$ cat src/rtl/ram_arb_pkg.sv
// Shared encodings for the instruction/data SRAM arbiter: FSM states, port IDs
// and access-size codes.
package ram_arb_pkg;

  typedef enum logic [3:0] {
    ST_IDLE  = 4'b0001,
    ST_OWN_I = 4'b0010,
    ST_OWN_D = 4'b0100,
    ST_DRAIN = 4'b1000
  } state_e;

  localparam logic PORT_I = 1'b0;
  localparam logic PORT_D = 1'b1;

  localparam logic [1:0] HB_WORD = 2'b10;
  localparam logic [1:0] HB_HALF = 2'b01;
  localparam logic [1:0] HB_BYTE = 2'b00;

  function automatic state_e own_state(logic port);
    return (port == PORT_D) ? ST_OWN_D : ST_OWN_I;
  endfunction

endpackage

$ cat src/rtl/ram_arb_pick.sv
// Combinational winner select for the SRAM arbiter. With RAM_ARB_RR_EN defined a
// contended pick goes to the port that did not own last; otherwise D beats I.
module ram_arb_pick
  import ram_arb_pkg::*;
(
  input  logic i_req,
  input  logic d_req,
`ifdef RAM_ARB_RR_EN
  input  logic last_owner,
`endif
  output logic valid,
  output logic winner
);

  always_comb begin
    valid  = i_req | d_req;
    winner = d_req ? PORT_D : PORT_I;
`ifdef RAM_ARB_RR_EN
    if (i_req && d_req) begin
      winner = ~last_owner;
    end
`endif
  end

endmodule

$ cat src/rtl/ram_arbiter.sv
// Shares the single-port SRAM between the fetch (I) and load/store (D) ports.
// Build option: RAM_ARB_RR_EN selects round-robin instead of fixed D>I priority.
//
// state    | meaning
// ---------+-------------------------------------------------------------
// ST_IDLE  | no owner; arbitrate pending requests, SRAM request low
// ST_OWN_I | fetch port owns the SRAM until grant or abort
// ST_OWN_D | load/store port owns the SRAM until grant or abort
// ST_DRAIN | aborted transfer; SRAM idle for DRAIN_CYCLES so its FSM resets
module ram_arbiter
  import ram_arb_pkg::*;
#(
  parameter int ADDR_W       = 32,
  parameter int DRAIN_CYCLES = 2
) (
  input  logic              clk_i,
  input  logic              rst_ni,
  input  logic              i_req_i,
  input  logic [ADDR_W-1:0] i_addr_i,
  output logic              i_gnt_o,
  output logic [31:0]       i_rdata_o,
  input  logic              d_req_i,
  input  logic              d_we_i,
  input  logic [ADDR_W-1:0] d_addr_i,
  input  logic [31:0]       d_wdata_i,
  input  logic [1:0]        d_hb_i,
  input  logic              d_uload_i,
  output logic              d_gnt_o,
  output logic [31:0]       d_rdata_o,
  output logic              ram_ce_o,
  output logic              ram_req_o,
  input  logic              ram_gnt_i,
  output logic              ram_we_o,
  output logic [ADDR_W-1:0] ram_addr_o,
  output logic [31:0]       ram_wdata_o,
  output logic [1:0]        ram_hb_o,
  output logic              ram_uload_o,
  input  logic [31:0]       ram_rdata_i
);

  localparam int CNT_W = (DRAIN_CYCLES < 2) ? 1 : $clog2(DRAIN_CYCLES + 1);

  state_e             state_q, state_d;
  logic [CNT_W-1:0]   drain_q, drain_d;
  logic               pick_valid;
  logic               pick_winner;

`ifdef RAM_ARB_RR_EN
  logic last_q;

  always_ff @(posedge clk_i) begin
    if (!rst_ni) begin
      last_q <= PORT_I;
    end else if (i_gnt_o) begin
      last_q <= PORT_I;
    end else if (d_gnt_o) begin
      last_q <= PORT_D;
    end
  end
`endif

  ram_arb_pick u_pick (
    .i_req      (i_req_i),
    .d_req      (d_req_i),
`ifdef RAM_ARB_RR_EN
    .last_owner (last_q),
`endif
    .valid      (pick_valid),
    .winner     (pick_winner)
  );

  always_ff @(posedge clk_i) begin
    if (!rst_ni) begin
      state_q <= ST_IDLE;
      drain_q <= '0;
    end else begin
      state_q <= state_d;
      drain_q <= drain_d;
    end
  end

  always_comb begin
    state_d     = state_q;
    drain_d     = drain_q;
    ram_ce_o    = 1'b0;
    ram_req_o   = 1'b0;
    ram_we_o    = 1'b0;
    ram_addr_o  = '0;
    ram_wdata_o = '0;
    ram_hb_o    = HB_BYTE;
    ram_uload_o = 1'b0;
    i_gnt_o     = 1'b0;
    i_rdata_o   = '0;
    d_gnt_o     = 1'b0;
    d_rdata_o   = '0;

    unique case (state_q)
      ST_IDLE: begin
        if (pick_valid) begin
          state_d = own_state(pick_winner);
        end
      end

      // Fetch is always a read of a full word.
      ST_OWN_I: begin
        ram_ce_o   = 1'b1;
        ram_req_o  = i_req_i;
        ram_addr_o = i_addr_i;
        ram_hb_o   = HB_WORD;
        i_gnt_o    = ram_gnt_i;
        i_rdata_o  = ram_rdata_i;
        if (ram_gnt_i) begin
          state_d = ST_IDLE;
        end else if (!i_req_i) begin
          state_d = ST_DRAIN;
          drain_d = CNT_W'(DRAIN_CYCLES);
        end
      end

      ST_OWN_D: begin
        ram_ce_o    = 1'b1;
        ram_req_o   = d_req_i;
        ram_we_o    = d_we_i;
        ram_addr_o  = d_addr_i;
        ram_wdata_o = d_wdata_i;
        ram_hb_o    = d_hb_i;
        ram_uload_o = d_uload_i;
        d_gnt_o     = ram_gnt_i;
        d_rdata_o   = ram_rdata_i;
        if (ram_gnt_i) begin
          state_d = ST_IDLE;
        end else if (!d_req_i) begin
          state_d = ST_DRAIN;
          drain_d = CNT_W'(DRAIN_CYCLES);
        end
      end

      ST_DRAIN: begin
        if (drain_q <= CNT_W'(1)) begin
          state_d = ST_IDLE;
          drain_d = '0;
        end else begin
          drain_d = drain_q - CNT_W'(1);
        end
      end

      default: begin
        state_d = ST_IDLE;
        drain_d = '0;
      end
    endcase
  end

endmodule

$ cat config.mk
export PLATFORM = sky130hd
export DESIGN_NAME = ram_arbiter
export DESIGN_NICKNAME = d
export VERILOG_FILES = /design/src/rtl/ram_arb_pkg.sv /design/src/rtl/ram_arb_pick.sv /design/src/rtl/ram_arbiter.sv
export SDC_FILE = /design/constraint.sdc
export NUM_CORES = 1
export LEC_CHECK = 0
export CORE_AREA = 2 2 107 109
export DETAILED_ROUTE_END_ITERATION = 12
export DIE_AREA = 0 0 109 111
export PLACE_DENSITY = 0.63
export SYNTH_ARGS = -nofsm -noshare
export SYNTH_HDL_FRONTEND = slang
export SYNTH_SLANG_ARGS = --single-unit
$ cat constraint.sdc
create_clock -name clk_i -period 1.8 [get_ports clk_i]
set_clock_uncertainty 0.2 [all_clocks]
set_input_delay 0.18 -clock clk_i [delete_from_list [all_inputs] [get_ports clk_i]]
set_output_delay 0.18 -clock clk_i [all_outputs]
set_load 0.02 [all_outputs]
* Yosys cells after proc, flatten, opt, wreduce, memory -nomap -nowiden
Cells that the tools add are included.
** Operators by class
- $add $sub $neg :: 1
- $mul :: 0
- Div/mod/pow operators :: 0
- $lt $le $gt $ge :: 1
- Equality and inequality tests :: 12
- Shifts and indexed selects :: 0
- Muxes and demuxes :: 26
- Bitwise gates (word level) :: 2
- Reduce and logical (&&, ||, !) cells :: 3
** Operators by type and width (count)
- two-way mux 32 bit :: 3
- one-hot mux 32 bit (2 select lines) :: 1
- two-way mux 4 bit :: 6
- one-hot mux 4 bit (4 select lines) :: 1
- != test 2 bit, second input constant :: 6
- two-way mux 2 bit :: 5
- one-hot mux 2 bit (4 select lines) :: 1
- two-way mux 1 bit :: 6
- != test 3 bit, second input constant :: 2
- AND reduction 5 bit :: 1
- == test 4 x 1 -> 1 bit, second input constant :: 1
- == test 4 x 2 -> 1 bit, second input constant :: 1
- == test 4 x 3 -> 1 bit, second input constant :: 1
- == test 4 bit, second input constant :: 1
- one-hot mux 2 bit (2 select lines) :: 1
- AND reduction 4 bit :: 1
- two-way mux 3 bit :: 1
- less-or-equal comparator 2 x 1 -> 1 bit, second input constant :: 1
- one-hot mux 1 bit (2 select lines) :: 1
- OR reduction 2 bit :: 1
- subtractor 2 x 1 -> 2 bit, second input constant :: 1
- inverter 1 bit :: 1
- OR 1 bit :: 1
** Storage, ports and cells
- Register bits :: 6
- Latch bits :: 0
- Memory bits (writable) :: 0
- Bits in read-only memories :: 0
- Bits of input ports :: 137
- Output and inout bits :: 136
- Logic and storage cells :: 47
- Memories kept :: 0

* Logic depth before layout (Yosys ltp)
Gate-level depths: netlist of run 1.
- Word-level depth :: 4
- Mapped depth :: 6
- Mapped depth without buffers :: 4

* By module
From an unflattened synthesis of run 1, not the netlist that was laid out.
** Unflattened totals
- Cells, all modules :: 213
- Area, all modules :: 1493.9 um^2
** Modules (own cells, without submodules)
- ram_arbiter :: times used 1, cells each 211, area an instance 1480.2 um^2
- ram_arb_pick :: times used 1, cells each 2, area an instance 13.8 um^2

* Worst setup path after synthesis of run 1
OpenSTA, ideal clock, no wires.
- Path kind :: reg2out
- From :: reg state_q[3]
- To :: out ram_addr_o[0]
- Arrival time :: 1.424 ns
- Required time :: 1.420 ns
- Setup slack :: -0.004 ns
- Stages on the path, launching flop included :: 7
- Buffers on the path :: 3
- Cells stage by stage :: dfxtp_1 -> or2_1 -> buf_2 -> nor3b_2 -> buf_4 -> buf_4 -> a22o_1
** On the way
- Word-level cells in the longest chain between the ends :: 2
- Elaborated cells on any way between the ends :: 3
- Classes of those cells :: eq/ne (2); mux (1)
** RTL lines
- from (decl) :: line ram_arbiter.sv:43 : state_e state_q, state_d;
- from (signal assigned) :: line ram_arbiter.sv:77 : state_q <= state_d;
- == test 4 x 3 -> 1 bit or == test 4 x 2 -> 1 bit (tied branches) :: line ram_arbiter.sv:97 : unique case (state_q)
- one-hot mux 32 bit (2 select lines) (*) :: line ram_arbiter.sv:97
- to (decl) :: line ram_arbiter.sv:34 : output logic [ADDR_W-1:0] ram_addr_o,
Every way passes the cells marked *; elsewhere a longest branch is shown, timed or not.

* Worst setup path after layout of run 1
- From :: reg state_q[0]
- To :: out ram_addr_o[16]
The elaborated chain is that of the path after synthesis.

==> results of run 1 <==
## worst paths after layout
check | startpoint | end | slack, ns
max | state_q[0] | ram_addr_o[16] | -0.38
min | drain_q[0] | drain_q[0] | 0.28
max reg2reg | state_q[2] | state_q[0] | 0.09
min reg2reg | drain_q[0] | drain_q[0] | 0.28
## area by class of cell
type	instances	share of cell area
tap	143	0.03154
timing repair buffer	329	0.6692
sequential	6	0.02272
clock buffer	3	0.01323
multi-input combinational	165	0.2633
## sequential cells by signal (all words and copies together) (netlist names)
| name | cells |
|---|---|
| state_q | 4 |
| drain_q | 2 |
## cells in the final DEF, fill, tap and decap left out, types with 2 or more instances in the layout
master	instances
buf_16	6
buf_8	5
clkbuf_16	11
dfxtp_4	2
a22o_4	4
dfxtp_1	3
buf_6	148
and2_4	101
buf_4	13
nor3b_4	2
buf_12	11
a22o_1	28
nor2_1	2
clkdlybuf4s50_1	136
nand2_1	5
buf_2	2
## worst register-to-register path, delay by kind of cell (launching register included)
kind | cells | cell delay, ns
and+or+nand+nor | 2 | 0.50
DFF | 1 | 0.35
AOI/OAI and AO/OA | 2 | 0.26
buffers and inverters | 2 | 0.26
## routing by layer
metal | wire length (µm) | share of wire
met1 | 4715 | 0.40
met4 | 154 | 0.013
met5 | 0 | 0
met2 | 6111 | 0.51
met3 | 901 | 0.076
## cells by family after synthesis
| family | count (synthesis) |
|---|---|
| flip-flops | 6 |
| AO/OA/AOI/OAI | 42 |
| AND/OR/NAND/NOR | 121 |
| multiplexers | 1 |
| buffers and inverters | 22 |
| XOR/XNOR | 1 |
## metrics by stage
step	hold WS, ns	util	std cells	power (mW)
CTS	0.2824	0.4530	638	1.882
floorplan	0.1650	-	193	0.6171
finish	0.2818	0.5121	646	2.062
global route	0.3080	0.5121	646	2.155
detailed placement	0.2778	0.3922	602	1.273
global placement	0.2639	0.3922	602	1.262
## power groups by stage
stage                     sequential, mW  clock, mW  combinational, mW
after floorplan                    0.161          0              0.457
after detailed placement           0.169          0               1.10
after CTS                          0.170      0.367               1.34
after global routing               0.175      0.375               1.60
after global placement             0.168          0               1.09
final                              0.171      0.360               1.53
## timing repair
item / 4_1_cts / 5_1_grt
pin swaps: 10 / 103
gates resized for setup: 813 / 158
gates cloned: 9 / 10
hold endpoints to repair: 0 / 0
buffers inserted: 24 / 8
setup endpoints to repair: 140 / 139
==> results.yml, run 1 <==
floorplan:
  coreArea_um2: 11080
  io-pin-count: 273
  start_util: 0.1284
  die_area_um2: 12100
  rows: 39
  die_x_um: 109
  die_height_um: 111
route:
  drtAntennaViolNets: 0
  drt_iter0_drc: 110
  drc: 0
  drt-total-wl_um: 11880
  wl_per_cell_um: 18.39
  via_per_inst: 4.237
  via_count: 2737
  drtPass1Iterations: 4
placed_design:
  placed_cell_area_um2: 4344
  place_ws_ns: -0.6004
  globalplace.congestion: 0.7800
  port_buffers: 272
  hpwl_um: 7626
clock_network:
  ctsLongestPathBuffers: 2
  ctsHoldBuffers: 0
  cts_tree: "built"
  clk_latency_ns: 0.23
  cts.reportedPaths.clkPinSlew_ns: 0.03
  cts_root_buf: "clkbuf_16"
  cts.sinks: 6
  cts_htree_levels: 1
  numCtsBuffers: 3
critical_path:
  crit_type: "reg -> out"
  crit_arrival_ns: 1.80
  cp-end-kind: "output port"
  crit_family: "buffers and inverters"
  path_depth: 8
  cp_slowest_cell: "dfxtp_2"
  start_kind: "register"
  cp_cell_sequence: "or2_4 > nor3b_4 > buf_6 > buf_6 > buf_12 > buf_12 > a22o_1 > buf_6"
  worst-path-max-fanout: 8
  required_ns: 1.42
  crit_top_cell: "buf_6"
  worst-path-buf-inv: 5
  rr_worst_depth: 6
  slowest_delay_ns: 0.31
layout:
  fillers: 997
  drive_gt1_frac: 0.6262
  nets: 642
  seq_area_um2: 128.9
  multi_input_area_um2: 1494
  area_delta_synth_final_pct: 298.8
  fin_area_um2: 5673
  antenna_cells: 0
global_route:
  antenna_found_initial: 0
  grt_pass1_vias: 2631
  grt_usage: 0.1620
  use_met1: 0.1964
  top_usage_layer: "met2"
  grt_pass1_wl_um: 15010
  grt_use_met3: 0.02587
  grt_max_degree: 25
  gr-total-overflow: 0
  gr-usage-met2: 0.2986
yosys:
  syn_avg_cell_area_um2: 7.371
  synth_common_cells: "and2_1, a22o_1, buf_4, clkbuf_2, dfxtp_1"
  synth_top_family_by_area: "simple AND/OR/NAND/NOR gates"
  ys_types: 33
  synth_edf_count: 0
  synth-seq-cells: 6
  yosysTopAreaCell: "and2_1"
  synthArstFlopShare: 0
  yosys-top-cells-area: "and2_1, a22o_1, dfxtp_1"
  synth-compound-area-share: 0.2630
  yosysMostFrequentCell: "and2_1"
  yosys.area.top_type_share: 0.4442
  yosys.area_share.adder: 0
  synth_nets: 330
  ys.flop_type: "dfxtp_1"
  synth_xor_xnor_area_share: 0.006157
  synth-simple-area-share: 0.5374
  yosysWarningCount: 0
  synthCells: 193
  syn_area_um2: 1423
  seq_area_frac_synth: 0.08443
  synth_mux_area_frac: 0.007036
sta:
  fin_crit_ns: 2.183
  final_hold_viol_count: 0
  drv_slew: 0
  max_slew.worst_pin.slew_ns: 0.3062
  max_freq_ghz: 0.4581
  rsz0062_at_grt: "yes"
  max_slew_margin: 0.7953
  finalCritPeriodShare: 1.213
  setup_viol: 134
  final.setup.tns_ns: -39.74
  fin_ws_ns: -0.3831
status:
  outcome: "complete, but fails checks"
  violations: "negative setup slack"
power_and_ir_drop:
  peakVddDrop_v: 0.0002453
  pwr-share-comb: 0.743
  power_frac_seq: 0.083
  switching_share: 0.3290
  power_density_nw_per_um2: 363.6
  switching_power_mw: 0.6786
  p_leak_nw: 2.578
  clock_power_share: 0.175
  internal_power_mw: 1.384
worst_hold_path:
  hold_path.class: "reg -> reg"
  hold_depth: 2
job:
  drv_cap: 0
No activity file was read; power rests on OpenSTA's default activity.
==> run 2, diff against run 1 <==
Settings changed: REMOVE_ABC_BUFFERS set to 1.
==> run 2 against run 1 <==
Net effect:
- the run still ends with negative setup slack left
- clock-buffer cell count did not move
- cell count fell by 2.8%
- core utilization fell by 4.5 points
- cell area fell by 8.9%
- total power fell by 6.9%
- wire length fell by 2.5%
- via count fell by 2.1%
- sequential share of layout area rose by 0.22 points
- setup slack improved by 0.063 ns
==> results.yml, run 2 (same netlist as run 1, synthesis figures left out) <==
status:
  outcome: "complete, but fails checks"
  violations: "negative setup slack"
sta:
  rsz0062_at_grt: "yes"
  setup_viol: 134
  final.setup.tns_ns: -33.80
  fin_crit_ns: 2.120
  final_hold_viol_count: 0
  fin_ws_ns: -0.3204
  max_freq_ghz: 0.4716
  max_slew.worst_pin.slew_ns: 0.3749
  max_slew_margin: 0.7497
  drv_slew: 0
  finalCritPeriodShare: 1.178
layout:
  antenna_cells: 0
  largest_register: "state_q"
  final_common_cell: "clkdlybuf4s50_1"
  drive_gt1_frac: 0.5443
  area_delta_synth_final_pct: 263.4
  final_cell_mix: "clkdlybuf4s50_1, buf_6, and2_4, a22o_1, and2_1"
  fin_area_um2: 5170
  top_regs: "state_q: 4 flops, drain_q: 2 flops"
  largest_reg_flops: 4
  nets: 624
clock_network:
  cts_tree: "built"
  cts.sinks: 6
  clk_latency_ns: 0.23
  cts_root_buf: "clkbuf_16"
  numCtsBuffers: 3
  ctsLongestPathBuffers: 2
  ctsHoldBuffers: 0
  cts.reportedPaths.clkPinSlew_ns: 0.03
  cts_htree_levels: 1
power_and_ir_drop:
  clock_power_share: 0.189
  p_leak_nw: 2.358
  pwr-share-comb: 0.723
  power_frac_seq: 0.088
  power_density_nw_per_um2: 371.2
  switching_power_mw: 0.6426
  switching_share: 0.3348
  peakVddDrop_v: 0.0002039
  internal_power_mw: 1.277
global_route:
  grt_pass1_wl_um: 15460
  grt_pass1_vias: 2727
  antenna_found_initial: 0
  gr-total-overflow: 0
  grt_usage: 0.1689
  grt_max_degree: 27
floorplan:
  start_util: 0.1284
  die_x_um: 109
  io-pin-count: 273
  die_height_um: 111
  coreArea_um2: 11080
  rows: 39
  die_area_um2: 12100
route:
  drt_iter0_drc: 61
  drt-total-wl_um: 11590
  drtPass1Iterations: 4
  wl_met2_um: 6197
  drtAntennaViolNets: 0
  via_per_inst: 4.266
  drc: 0
  wl_per_cell_um: 18.45
  via_count: 2679
  wl_met1_um: 3873
  top_layer_used: "met4"
  dr_wl_met3_um: 1298
placed_design:
  place_ws_ns: -0.6374
  hpwl_um: 7836
  port_buffers: 272
  placed_cell_area_um2: 4349
  globalplace.congestion: 0.8910
critical_path:
  crit_arrival_ns: 1.74
  crit_type: "reg -> out"
  cp_cell_sequence: "or2_4 > nor3b_4 > buf_6 > buf_6 > buf_12 > a22o_1 > buf_6"
  cp_slowest_cell: "dfxtp_2"
  cp-startpoint: "state_q[3]"
  required_ns: 1.42
  slowest_delay_ns: 0.31
  start_kind: "register"
  worst-path-buf-inv: 4
  worst-path-max-fanout: 7
  cp-end-kind: "output port"
  crit_top_cell: "buf_6"
  crit_family: "buffers and inverters"
  reg2reg_from: "state_q[1]"
worst_hold_path:
  hold_path.class: "reg -> reg"
  hold_start: "drain_q[1]"
job:
  drv_cap: 0
## run 2: changes by cell type in the layout (fill, tap and decap cells not counted), sizes merged
cell,before,now
buf,185,169
clkbuf,11,9
## run 2: worst paths after layout
kind | slack, ns | depth (start not counted) | to
max | -0.32 | 7 | ram_addr_o[14]
min | 0.29 | 1 | drain_q[1]
max reg2reg | 0.03 | 6 | drain_q[1]
min reg2reg | 0.29 | 1 | drain_q[1]
## run 2: metrics by stage
step | cells | hold WS (ns) | util | power, mW
after global routing | 628 | 0.3160 | 0.4667 | 2.001
after detailed placement | 602 | 0.2863 | 0.3926 | 1.277
final | 628 | 0.2900 | 0.4667 | 1.919
after global placement | 602 | 0.2657 | 0.3926 | 1.269
after CTS | 626 | 0.2951 | 0.4532 | 1.883
after floorplan | 171 | 0.05836 | - | 0.5767
## run 2: power groups by stage
stage               clock [mW]  combinational, mW  sequential [mW]
global placement             0               1.10            0.168
CTS                      0.366               1.35            0.166
finish                   0.363               1.39            0.168
detailed placement           0               1.11            0.167
floorplan                    0              0.405            0.171
global route             0.375               1.45            0.172
## run 2: per-layer routing
metal	global-route usage	vias up
met3	0.05232	14
met1	0.1614	1233
met2	0.3375	181
li1	-	1251
met5	0	-
met4	0.04103	0
## run 2: final cells by class
class                           instances  area [µm²]
Timing Repair Buffer                  311        3416
Sequential cell                         6       128.9
Tap cell                              143       178.9
Multi-Input combinational cell        165        1371
Clock buffer                            3       75.07
Fill cell                            1061        5907
## run 2: repair_timing
item / in CTS / in global routing
endpoints found under the setup margin: 139 / 140
cloned: 11 / 4
resized for setup: 841 / 40
pin swaps: 41 / 51
setup buffers: 10 / 1
==> run 3, diff against run 2 <==
Settings changed: PLACE_DENSITY 0.63 to 0.69.
==> run 3 against run 2 <==
Net effect:
- the flow still finishes with violations (negative setup slack)
- flip-flop and latch count is the same
- clock-buffer cell count unchanged
- combinational power grew 5%
- total power increased by 3.8%
- clock power down 2%
- critical path type unchanged
- critical endpoint is now ram_hb_o[0]
==> results.yml, run 3 (same netlist as run 1, synthesis figures left out) <==
status:
  outcome: "complete, but fails checks"
  violations: "negative setup slack"
sta:
  fin_crit_ns: 2.123
  finalCritPeriodShare: 1.179
  final_hold_viol_count: 0
  max_slew_margin: 0.7568
  drv_slew: 0
  max_freq_ghz: 0.4710
  max_slew.worst_pin.slew_ns: 0.3642
  setup_viol: 134
  fin_ws_ns: -0.3230
  rsz0062_at_grt: "yes"
layout:
  nets: 629
  antenna_cells: 0
  fin_area_um2: 5458
  largest_reg_flops: 4
  drive_gt1_frac: 0.5776
  final_cell_mix: "clkdlybuf4s50_1, buf_6, and2_4, a22o_1, buf_4"
  post-route-util: 0.4927
  area_delta_synth_final_pct: 283.6
  top_regs: "state_q: 4 flops, drain_q: 2 flops"
  largest_register: "state_q"
power_and_ir_drop:
  peakVddDrop_v: 0.0002337
  power_density_nw_per_um2: 364.9
  p_leak_nw: 2.451
critical_path:
  cp-end-kind: "output port"
  crit_type: "reg -> out"
  crit_family: "simple AND/OR/NAND/NOR gates"
  ff2ff_setup_slack_ns: 0.03
  crit_top_cell: "buf_12"
  crit_arrival_ns: 1.74
  slowest_delay_ns: 0.30
  cp_cell_sequence: "or2_4 > nor3b_4 > buf_12 > buf_12 > buf_16 > and2_1 > buf_6"
  cp_slowest_cell: "dfxtp_1"
  worst-path-buf-inv: 4
  start_kind: "register"
  required_ns: 1.42
  worst-path-max-fanout: 14
global_route:
  grt_usage: 0.1609
  grt_pass1_wl_um: 15010
  antenna_found_initial: 0
  grt_max_degree: 18
  grt_pass1_vias: 2750
  gr-total-overflow: 0
placed_design:
  globalplace.congestion: 0.8405
  hpwl_um: 7279
  placed_cell_area_um2: 4347
  port_buffers: 272
route:
  drt_iter0_drc: 52
  drtAntennaViolNets: 0
  via_per_inst: 4.254
  drc: 0
  via_count: 2693
  drtPass1Iterations: 4
  drt-total-wl_um: 11270
  wl_per_cell_um: 17.81
clock_network:
  cts.sinks: 6
  numCtsBuffers: 3
  cts_htree_levels: 1
  cts.reportedPaths.clkPinSlew_ns: 0.03
  ctsLongestPathBuffers: 2
  clk_latency_ns: 0.23
  ctsHoldBuffers: 0
  cts_tree: "built"
  cts_root_buf: "clkbuf_16"
floorplan:
  die_area_um2: 12100
  io-pin-count: 273
  die_height_um: 111
  rows: 39
  start_util: 0.1284
  die_x_um: 109
  coreArea_um2: 11080
worst_hold_path:
  hold_path.class: "reg -> reg"
job:
  drv_cap: 0
[run 3: changes by cell type in the layout (fill, tap and decap cells not counted), moves of 2 or more]
| cell | before | now |
|---|---|---|
| and2_1 | 28 | 12 |
| and2_4 | 73 | 89 |
| buf_6 | 120 | 136 |
| buf_2 | 15 | 2 |
| buf_12 | 5 | 12 |
| buf_4 | 19 | 14 |
| clkbuf_2 | 2 | 0 |
[run 3: worst paths after layout]
kind                                  from           to  depth (start not counted)
worst min-delay path            drain_q[0]   drain_q[0]                          2
worst min register to register  drain_q[0]   drain_q[0]                          2
worst max-delay path            state_q[3]  ram_hb_o[0]                          7
worst max register to register  state_q[1]   drain_q[1]                          6
[run 3: cell type report]
cell class | count | area, µm²
Fill cell | 992 | 5619
Timing Repair Buffer | 316 | 3664
Sequential cell | 6 | 125.1
Multi-Input combinational cell | 165 | 1415
Tap cell | 143 | 178.9
Clock buffer | 3 | 75.07
[run 3: stage by stage]
stage	hold slack, ns	power [mW]	setup slack (ns)	instances	TNS [ns]
after global placement	0.2673	1.261	-0.5795	601	-66.48
after floorplan	0.05836	0.5767	-1.938	171	-231.15
final	0.2927	1.992	-0.3230	633	-34.14
after global routing	0.3175	2.075	-0.3764	633	-41.42
after detailed placement	0.2884	1.269	-0.5938	601	-68.03
after CTS	0.2942	1.931	-0.3104	630	-36.14
[run 3: timing repair]
item	CTS	global route
pin swaps	18	24
cloned	11	5
gates resized for setup	850	60
endpoints found under the setup margin	140	139
buffers inserted	15	1
[run 3: power breakdown]
group / internal [mW] / total, mW / leakage (nW) / switching (mW)
Clock: 0.285 / 0.357 / 0.0370 / 0.0727
Combinational: 0.904 / 1.46 / 2.36 / 0.560
Sequential: 0.154 / 0.170 / 0.0503 / 0.0163
[run 3: routing by layer]
| metal | GRT usage | part of all wire | up-vias |
|---|---|---|---|
| met4 | 0.03590 | 0.023 | 0 |
| met5 | 0 | 0 | - |
| met3 | 0.04762 | 0.097 | 16 |
| li1 | - | - | 1264 |
| met2 | 0.3126 | 0.54 | 183 |
| met1 | 0.1640 | 0.34 | 1230 |
[run 3: worst min-delay path, cell delays in order, from the launching register on]
cell and delay, ns:
dfxtp_1 0.31, nand2_1 0.06, o22ai_1 0.07
